`src/rtl/control_sequencer.sv`:
```
// control_sequencer: T-state sequencer and opcode decoder for the 4-bit processor.
// State advances on the falling edge of MainClock, so the combinational control
// word is settled through the following high phase when registers gate-latch.
// Optional build macro: CONTROL_SINGLE_STEP_EN (adds StepReq single-step debug).
// T_STATES must be at least 6 (3 fetch + 3 execute) and at most 8 (3-bit TState).
module control_sequencer #(
  parameter int T_STATES = 6,
  parameter int OPW      = 4
) (
  input  logic           MainClock,
  input  logic           ClearControlN,
  input  logic           Run,
  input  logic [OPW-1:0] Opcode,
  input  logic           AccZero,
`ifdef CONTROL_SINGLE_STEP_EN
  input  logic           StepReq,
`endif
  output logic           ClearInstrReg,
  output logic           LatchInstrReg,
  output logic           EnableInstrReg,
  output logic           PcEnable,
  output logic           PcInc,
  output logic           PcLoad,
  output logic           LatchMar,
  output logic           RamEnable,
  output logic           LatchAcc,
  output logic           EnableAcc,
  output logic           LatchB,
  output logic           AluSub,
  output logic           EnableAlu,
  output logic           LatchOut,
  output logic           Halted,
  output logic [2:0]     TState
);

  localparam logic [OPW-1:0] OP_LDA = OPW'(0);
  localparam logic [OPW-1:0] OP_ADD = OPW'(1);
  localparam logic [OPW-1:0] OP_SUB = OPW'(2);
  localparam logic [OPW-1:0] OP_JMP = OPW'(3);
  localparam logic [OPW-1:0] OP_JZ  = OPW'(4);
  localparam logic [OPW-1:0] OP_OUT = OPW'(14);
  localparam logic [OPW-1:0] OP_HLT = OPW'(15);

  localparam logic [2:0] T_LAST = 3'(T_STATES - 1);

  typedef enum logic {
    SEQ  = 1'b0,
    HALT = 1'b1
  } mode_t;

  mode_t      mode;
  logic [2:0] tstate;
  logic       advance;
  logic       out_en;

`ifdef CONTROL_SINGLE_STEP_EN
  logic step_q;

  // Remember last StepReq so a held request advances only once.
  always_ff @(negedge MainClock or negedge ClearControlN) begin
    if (!ClearControlN) step_q <= 1'b0;
    else                step_q <= StepReq;
  end

  // While frozen, the control word stays visible for single-step debug.
  assign advance = Run | (StepReq & ~step_q);
  assign out_en  = ClearControlN;
`else
  assign advance = Run;
  assign out_en  = ClearControlN & Run;
`endif

  assign ClearInstrReg = ~ClearControlN;
  assign TState        = tstate;

  // T-counter and halt latch; HALT is left only through reset.
  always_ff @(negedge MainClock or negedge ClearControlN) begin
    if (!ClearControlN) begin
      mode   <= SEQ;
      tstate <= '0;
    end else if (mode == SEQ && advance) begin
      if (tstate == 3'd3 && Opcode == OP_HLT) begin
        mode <= HALT;
      end else if (tstate == T_LAST) begin
        tstate <= '0;
      end else begin
        tstate <= tstate + 3'd1;
      end
    end
  end

  // Control word decode from the registered T-state and current opcode.
  always_comb begin
    LatchInstrReg  = 1'b0;
    EnableInstrReg = 1'b0;
    PcEnable       = 1'b0;
    PcInc          = 1'b0;
    PcLoad         = 1'b0;
    LatchMar       = 1'b0;
    RamEnable      = 1'b0;
    LatchAcc       = 1'b0;
    EnableAcc      = 1'b0;
    LatchB         = 1'b0;
    AluSub         = 1'b0;
    EnableAlu      = 1'b0;
    LatchOut       = 1'b0;
    Halted         = 1'b0;
    if (mode == HALT) begin
      Halted = 1'b1;
    end else if (out_en) begin
      case (tstate)
        3'd0: begin
          PcEnable = 1'b1;
          LatchMar = 1'b1;
        end
        3'd1: PcInc = 1'b1;
        3'd2: begin
          RamEnable     = 1'b1;
          LatchInstrReg = 1'b1;
        end
        3'd3: begin
          case (Opcode)
            OP_LDA, OP_ADD, OP_SUB: begin
              EnableInstrReg = 1'b1;
              LatchMar       = 1'b1;
            end
            OP_JMP: begin
              EnableInstrReg = 1'b1;
              PcLoad         = 1'b1;
            end
            OP_JZ: begin
              EnableInstrReg = AccZero;
              PcLoad         = AccZero;
            end
            OP_OUT: begin
              EnableAcc = 1'b1;
              LatchOut  = 1'b1;
            end
            OP_HLT:  Halted = 1'b1;
            default: ;
          endcase
        end
        3'd4: begin
          case (Opcode)
            OP_LDA: begin
              RamEnable = 1'b1;
              LatchAcc  = 1'b1;
            end
            OP_ADD, OP_SUB: begin
              RamEnable = 1'b1;
              LatchB    = 1'b1;
              AluSub    = (Opcode == OP_SUB);
            end
            default: ;
          endcase
        end
        3'd5: begin
          if (Opcode == OP_ADD || Opcode == OP_SUB) begin
            EnableAlu = 1'b1;
            LatchAcc  = 1'b1;
            AluSub    = (Opcode == OP_SUB);
          end
        end
        default: ;
      endcase
    end
  end

endmodule

```
`config.mk`:
```
export PLATFORM = sky130hd
export DESIGN_NAME = control_sequencer
export DESIGN_NICKNAME = d
export VERILOG_FILES = /design/src/rtl/control_sequencer.sv
export SDC_FILE = /design/constraint.sdc
export NUM_CORES = 1
export LEC_CHECK = 0
export ABC_AREA = 1
export BUFFER_PORTS_ARGS = -buffer_cell sky130_fd_sc_hd__buf_2
export CAP_MARGIN = 5
export CORE_AREA = 2 2 39 41
export DETAILED_ROUTE_END_ITERATION = 8
export DIE_AREA = 0 0 41 43
export GPL_TIMING_DRIVEN = 0
export HOLD_SLACK_MARGIN = 0.12
export PLACE_DENSITY = 0.7
export SYNTH_ARGS = -nofsm -noshare
export SYNTH_HDL_FRONTEND = slang
export SYNTH_SLANG_ARGS = --single-unit
```
`constraint.sdc`:
```
create_clock -name MainClock -period 1.4 [get_ports MainClock]
set_clock_uncertainty 0.1 [all_clocks]
set_input_delay 0.07 -clock MainClock [delete_from_list [all_inputs] [get_ports MainClock]]
set_output_delay 0.07 -clock MainClock [all_outputs]
set_load 0.02 [all_outputs]
```
# After elaboration in Yosys (flattened, before gate mapping)
# Index checks and enable logic that the tools add are counted.
dict set report word_totals {
  regBits 4
  input_bits 8
  out_inout_bits 18
  word_cells 78
}
dict set report classes {
  add_sub_neg 1
  n_eq_ne 11
  mux 50
  bitwise_logic 4
  reduce_logical 10
}
# op count
set op_table {}
lappend op_table {{$mux 1} 43}
lappend op_table {{$pmux 1 s2} 6}
lappend op_table {{$eq 4x2->1 const B} 2}
lappend op_table {{$eq 4x4->1 const B} 2}
lappend op_table {{$eq 3x2->1 const B} 2}
lappend op_table {{$eq 3x3->1 const B} 2}
lappend op_table {{$eq 4x1->1 const B} 1}
lappend op_table {{$eq 4x3->1 const B} 1}
lappend op_table {{$logic_not 4->1} 1}
lappend op_table {{$reduce_and 2->1} 2}
lappend op_table {{$reduce_or 4->1} 1}
lappend op_table {{$add 3x1->3 const B} 1}
lappend op_table {{$eq 3x1->1 const B} 1}
lappend op_table {{$logic_not 3->1} 1}
lappend op_table {{$mux 3} 1}
lappend op_table {{$not 1->1} 3}
lappend op_table {{$reduce_or 3->1} 1}
lappend op_table {{$logic_and 1x1->1} 2}
lappend op_table {{$reduce_or 2->1} 1}
lappend op_table {{$and 1x1->1} 1}
lappend op_table {{$logic_or 1x1->1} 1}

# Depth between registers and ports, before layout
# Gate-level depths: netlist of the first run.
dict set report logic_depth {
  word_depth 6
  mapped_depth 9
  ltp_nobuf 9
}

==> results of run 1 <==
cells in the mapped netlist:
master   instances  area, sq um
buf_4            1         7.51
nor2_4           2         22.5
o21ai_0          3         15.0
nand2_1         26         97.6
a21oi_1          2         10.0
nor3_1           1         5.00
nand2_2          2         12.5
nand2_4          1         11.3
ha_1             1         12.5
dfrtn_1          4          100
nor2_2           5         31.3
nor3_2           1         10.0
inv_1           15         56.3
nor2_1          11         41.3
and2_4           1         8.76
inv_2            3         11.3
nand3_1          7         35.0
kinds of logic (layout without fill, tap and decap cells):
logic type,count (synthesis),in the layout,share of synthesized area (%)
buffers and inverters,19,56,15.4
DFF,4,4,20.5
AOI/OAI and AO/OA,5,5,5.13
and+or+nand+nor,57,57,56.4
adders and majority gates,1,1,2.56
metal layers:
metal	GRT usage, %	routed length [microns]	up-vias	share of wire (%)
met5	0	0	-	0
met4	8.00	0	0	0
met3	3.14	53	0	3.7
met2	30.9	814	19	57
met1	22.0	564	302	39
li1	-	-	338	-
layout make-up:
| type | count | area share (%) |
|---|---|---|
| Multi-Input combinational cell | 63 | 49.1 |
| Timing Repair Buffer | 34 | 26.9 |
| Sequential cell | 4 | 10.5 |
| Inverter | 18 | 7.86 |
| Clock buffer | 3 | 2.36 |
| Tap cell | 16 | 2.10 |
| Buffer | 1 | 1.18 |
path summary, 6_finish.rpt:
| kind | from | end | cells past startpoint |
|---|---|---|---|
| min in group MainClock | ClearControlN | ClearInstrReg | 3 |
| worst min-delay path | ClearControlN | mode | 1 |
| worst max-delay path | TState[2] | EnableAcc | 6 |
| worst min register to register | mode | TState[2] | 4 |
| max in group asynchronous | ClearControlN | TState[2] | 1 |
| worst max register to register | TState[2] | TState[1] | 10 |
where the power goes:
part           internal (mW)  leakage (nW)  switching (mW)
clock network         0.0955        0.0138          0.0419
registers              0.117        0.0507               0
logic                 0.0166         0.438          0.0354
total                  0.229         0.503          0.0774
registers in the layout, summed over array words and instances, names as in the netlist:
signal  cells
TState      3
mode        1
placed cells by master, fill, tap and decap left out:
master / count
nand2_1: 19
buf_2: 13
buf_4: 12
buf_6: 10
nor2_4: 9
inv_1: 8
nand2_2: 8
inv_2: 7
nor2_1: 6
dfrtn_1: 4
nand3_1: 4
inv_4: 3
nor2_2: 3
clkbuf_4: 3
nand3_2: 2
nand2_4: 2
nor3_4: 2
a21oi_4: 2
o21ai_0: 2
o21ai_4: 1
nand3_4: 1
and2_4: 1
ha_4: 1
repair_timing:
action                     4_1_cts  5_1_grt
cloned                           0        0
buffers inserted                 6        3
pin swaps                       10        8
setup endpoints to repair       21       21
resized for setup               29        4
through the flow:
| stage | hold slack, ns | instances | cell area, sq um |
|---|---|---|---|
| global placement | 0.404 | 127 | 763 |
| global route | 0.149 | 139 | 955 |
| detailed placement | 0.405 | 127 | 763 |
| CTS | 0.140 | 136 | 918 |
| finish | 0.146 | 139 | 955 |
| floorplan | 0.0932 | 86 | 618 |
==> run_results.csv, run 1 <==
group,metric,value,unit
status,status,"finished, violations left",
status,violations,"negative setup slack",
routing,drcViolationCount,0,
placed_design,dp_hpwl,1.00,mm
yosys,synth_area,488,sq um
yosys,syn-num-nets,95,
grt,gr-total-overflow,0,
routing,wl_per_cell,10.3,microns
clocking,clockBufferDepth,2,
run,drv_cap,0,
clocking,cts_max_level,1,
worst_setup_path,path_cells,"inv_2 > ha_4 > nand3_2 > nor2_4 > buf_4 > buf_6",
min_path,hold_class,"in2async",
yosys,yosysWarnings,0,
routing,via_per_inst,4.74,
pwr,ir_drop,0.393,mV
clocking,clkTransAtPathRegs,0.03,ns
layout,fillCellCount,123,
layout,post-route-util,69.0,%
routing,dr.pass1.iters,4,
layout,area_growth,95.6,%
pwr,p_per_area,321,nW/um^2
worst_setup_path,path_delay_family,"flip-flops",
die,io_pins,26,
clocking,cts.sinks,4,
die,fp.dieArea,1760,sq um
clocking,cts_buffers,3,
worst_setup_path,worstSetupPathType,"reg2out",
placed_design,pre_cts_ws,-0.891,ns
clocking,insertion_delay,0.24,ns
sta,report.final.slew_viol_count,0,
routing,vias,659,
die,die_y,43,microns
worst_setup_path,reg2reg_slack,-0.23,ns
layout,nets,134,
pwr,p_total,0.307,mW
die,core,1380,sq um
worst_setup_path,crit_path_end_kind,"output port",
yosys,synth.distinct_cells,17,
worst_setup_path,slowest_stage,"dfrtn_1",
routing,totalWireLength,1.43,mm
clocking,cts-hold-fix-buffers,0,
yosys,ys_ff_latch,4,
worst_setup_path,arrival,2.14,ns
worst_setup_path,required,1.23,ns
clocking,cts_tree,"yes",
layout,multi_input_area,469,sq um
grt,grt_util_all_layers,18.6,%
yosys,yosysSeqAreaShare,20.5,%
yosys,syn_inst,86,
die,start_util,35.3,%
grt,grt_max_degree,8,
sta,fin_tns_setup,-14.00,ns
sta,hold_viol_final,0,
grt,grt_pass1_vias,599,
sta,maxSlewHeadroom,83.9,%
grt,antenna_found_initial,0,
routing,drtAntennaViolNets,0,
layout,layout-drive-gt1-share,65.0,%
worst_setup_path,crit_buf_inv,3,
placed_design,io_buffer_count,25,
sta,fin_ws,-0.911,ns
sta,worst_pin_slew,0.242,ns
yosys,avgSynthCellArea,5.67,sq um
grt,grt_pass1_wl,2.27,mm
layout,antenna_cells,0,
pwr,p_leak,0.503,nW
worst_setup_path,start_kind,"flop",
die,num_rows,14,
routing,drt_iter0_markers,14,
worst_setup_path,cp_max_fo,6,
placed_design,place_congestion,0.773,
sta,rsz0062_at_grt,"yes",
sta,setup_viol,21,
worst_setup_path,cpPeakStageDelay,0.53,ns
clocking,cts_root_buf,"clkbuf_4",
die,die_width,41,microns
layout,seqCellArea,100,sq um
(Power assumes the default switching activity.)
==> run 2, diff against run 1 <==
--- a/config.mk
+++ b/config.mk
@@ -13,7 +13,7 @@
 export DIE_AREA = 0 0 41 43
 export GPL_TIMING_DRIVEN = 0
 export HOLD_SLACK_MARGIN = 0.12
-export PLACE_DENSITY = 0.7
+export PLACE_DENSITY = 0.67
 export SYNTH_ARGS = -nofsm -noshare
 export SYNTH_HDL_FRONTEND = slang
 export SYNTH_SLANG_ARGS = --single-unit
==> constraint.sdc (replaced) <==
create_clock -name MainClock -period 2.9 [get_ports MainClock]
set_clock_uncertainty 0.1 [all_clocks]
set_input_delay 0.145 -clock MainClock [delete_from_list [all_inputs] [get_ports MainClock]]
set_output_delay 0.145 -clock MainClock [all_outputs]
set_load 0.02 [all_outputs]
==> run 2 against run 1 <==
Net effect: the run still ends with negative setup slack left; sequential share of layout area is 0.34 points higher; sequential power shrank 52%; cell area shrank 3.1%; hold slack better by 0.36 ns; first-iteration DRC count down 93%; power is 51% lower.
==> run_results.csv, run 2 (synthesis results as in run 1) <==
group,metric,value,unit
sta,rsz0062_at_grt,"yes",
routing,via_per_inst,4.63,
routing,drt_iter0_markers,1,
grt,gr-total-overflow,0,
clocking,cts.sinks,4,
worst_setup_path,reg2reg_slack,1.44,ns
layout,final_common_cell,"nand2_1",
sta,worst_pin_slew,0.252,ns
min_path,hold_depth,2,
die,num_rows,14,
status,violations,"negative setup slack",
pwr,ir_drop,0.170,mV
pwr,p_total,0.149,mW
worst_setup_path,worstSetupPathType,"reg2out",
pwr,p_leak,0.507,nW
layout,multi_input_area,432,sq um
pwr,p_sw_share,26.0,%
placed_design,io_buffer_count,25,
pwr,p_switching,0.0388,mW
worst_setup_path,cp_max_fo,7,
layout,area_growth,89.5,%
clocking,cts_root_buf,"clkbuf_4",
die,start_util,35.3,%
routing,wl_per_cell,10.7,microns
sta,report.final.slew_viol_count,0,
layout,layout-drive-gt1-share,62.3,%
layout,largest_reg_flops,3,
pwr,p_int,0.111,mW
layout,layout_common_cells,"nand2_1, buf_6, buf_2, buf_4, inv_1",
routing,drtAntennaViolNets,0,
die,die_width,41,microns
pwr,p_per_area,161,nW/um^2
pwr,combPwrFrac,16.8,%
routing,drcViolationCount,0,
sta,maxSlewHeadroom,83.2,%
layout,fillCellCount,129,
min_path,worstHoldStart,"TState[2]",
pwr,clkPwrFrac,45.4,%
die,io_pins,26,
grt,grt_pass1_wl,2.01,mm
grt,antenna_found_initial,0,
layout,post-route-util,66.8,%
clocking,cts-hold-fix-buffers,0,
sta,fin_ws,-0.234,ns
min_path,hold_class,"reg2reg",
worst_setup_path,required,2.65,ns
placed_design,placed_cells_incl_taps,127,
grt,grt_max_degree,8,
worst_setup_path,rr_worst_depth,8,
layout,final_cells,138,
routing,totalWireLength,1.48,mm
grt,grt_pass1_vias,513,
routing,vias,639,
clocking,cts_tree,"yes",
clocking,cts_max_level,1,
die,core,1380,sq um
worst_setup_path,arrival,2.89,ns
die,fp.dieArea,1760,sq um
sta,setup_viol,14,
min_path,timing.hold.worst_endpoint,"TState[2]",
sta,hold_viol_final,0,
clocking,cts_buffers,3,
placed_design,place_congestion,0.654,
clocking,insertion_delay,0.25,ns
run,drv_cap,0,
layout,nets,133,
clocking,clkTransAtPathRegs,0.03,ns
status,status,"finished, violations left",
clocking,clockBufferDepth,2,
worst_setup_path,crit_path_end_kind,"output port",
placed_design,dp_hpwl,964,microns
layout,seqCellArea,100,sq um
worst_setup_path,start_kind,"flop",
layout,antenna_cells,0,
die,die_y,43,microns
worst_setup_path,reg2reg_from,"TState[2]",
pwr,p_seq_share,37.8,%
routing,dr.pass1.iters,2,
worst_setup_path,reg2reg_to,"TState[2]",
grt,grt_util_all_layers,16.2,%
## run 2: changes by cell type in the layout (fill, tap and decap cells not counted), sizes merged
cell  delta
buf      -1
## run 2: cell type report
| cell class | count | share of cell area [%] |
|---|---|---|
| well taps | 16 | 2.17 |
| repair buffers | 33 | 28.3 |
| clock buffers | 3 | 2.44 |
| multi-input cells | 63 | 46.7 |
| plain buffers | 1 | 1.22 |
| inverters | 18 | 8.39 |
| flip-flops and latches | 4 | 10.8 |
## run 2: per-layer routing
| metal | vias up | part of all wire, % | GRT usage, % |
|---|---|---|---|
| met3 | 0 | 3.5 | 1.57 |
| met1 | 293 | 39 | 19.0 |
| met2 | 15 | 57 | 27.5 |
| met4 | 0 | 0 | 8.00 |
| met5 | - | 0 | 0 |
| li1 | 331 | - | - |
## run 2: power by group through the flow
| stage | combinational [mW] | sequential (mW) | clock (mW) |
|---|---|---|---|
| 2_1_floorplan | 0.0112 | 0.0571 | 0 |
| 3_3_place_gp | 0.0221 | 0.0571 | 0 |
| 3_5_place_dp | 0.0224 | 0.0571 | 0 |
| 4_1_cts | 0.0236 | 0.0564 | 0.0728 |
| 5_1_grt | 0.0280 | 0.0564 | 0.0771 |
| 6_report | 0.0250 | 0.0564 | 0.0678 |
## run 2: how the worst max path moves through the flow
stage	start	end	slack [ns]	cells after the start
after global routing	TState[1]	Halted	-0.29	8
after detailed placement	TState[0]	Halted	-0.24	8
after global placement	TState[0]	Halted	-0.21	8
after floorplan	TState[0]	Halted	-0.14	7
after CTS	TState[0]	Halted	-0.25	8
final	TState[0]	LatchAcc	-0.23	8
## run 2: worst max-delay path: stages (launching register included)
cell and delay, ns:
dfrtn_1 0.35, buf_4 0.14, buf_6 0.13, inv_6 0.06, nand3_1 0.08, nor2_1 0.13
nand3_1 0.09, nand2_1 0.10, buf_6 0.12
## run 2: what timing repair did
action / in CTS / in global routing
endpoints found under the hold margin: 0 / 0
cloned: 0 / 0
setup buffers: 5 / 3
pin swaps: 8 / 8
resized for setup: 31 / 19
setup endpoints to repair: 13 / 14
## run 2: through the flow
stage          setup slack (ns)  hold slack (ns)  setup TNS [ns]  instance area, sq um
2_1_floorplan            -0.139            0.237          -0.286                   542
3_3_place_gp             -0.209            0.440          -0.362                   687
3_5_place_dp             -0.241            0.452          -0.441                   687
4_1_cts                  -0.245            0.480           -1.70                   832
5_1_grt                  -0.288            0.535           -2.95                   925
6_report                 -0.234            0.508           -2.15                   925
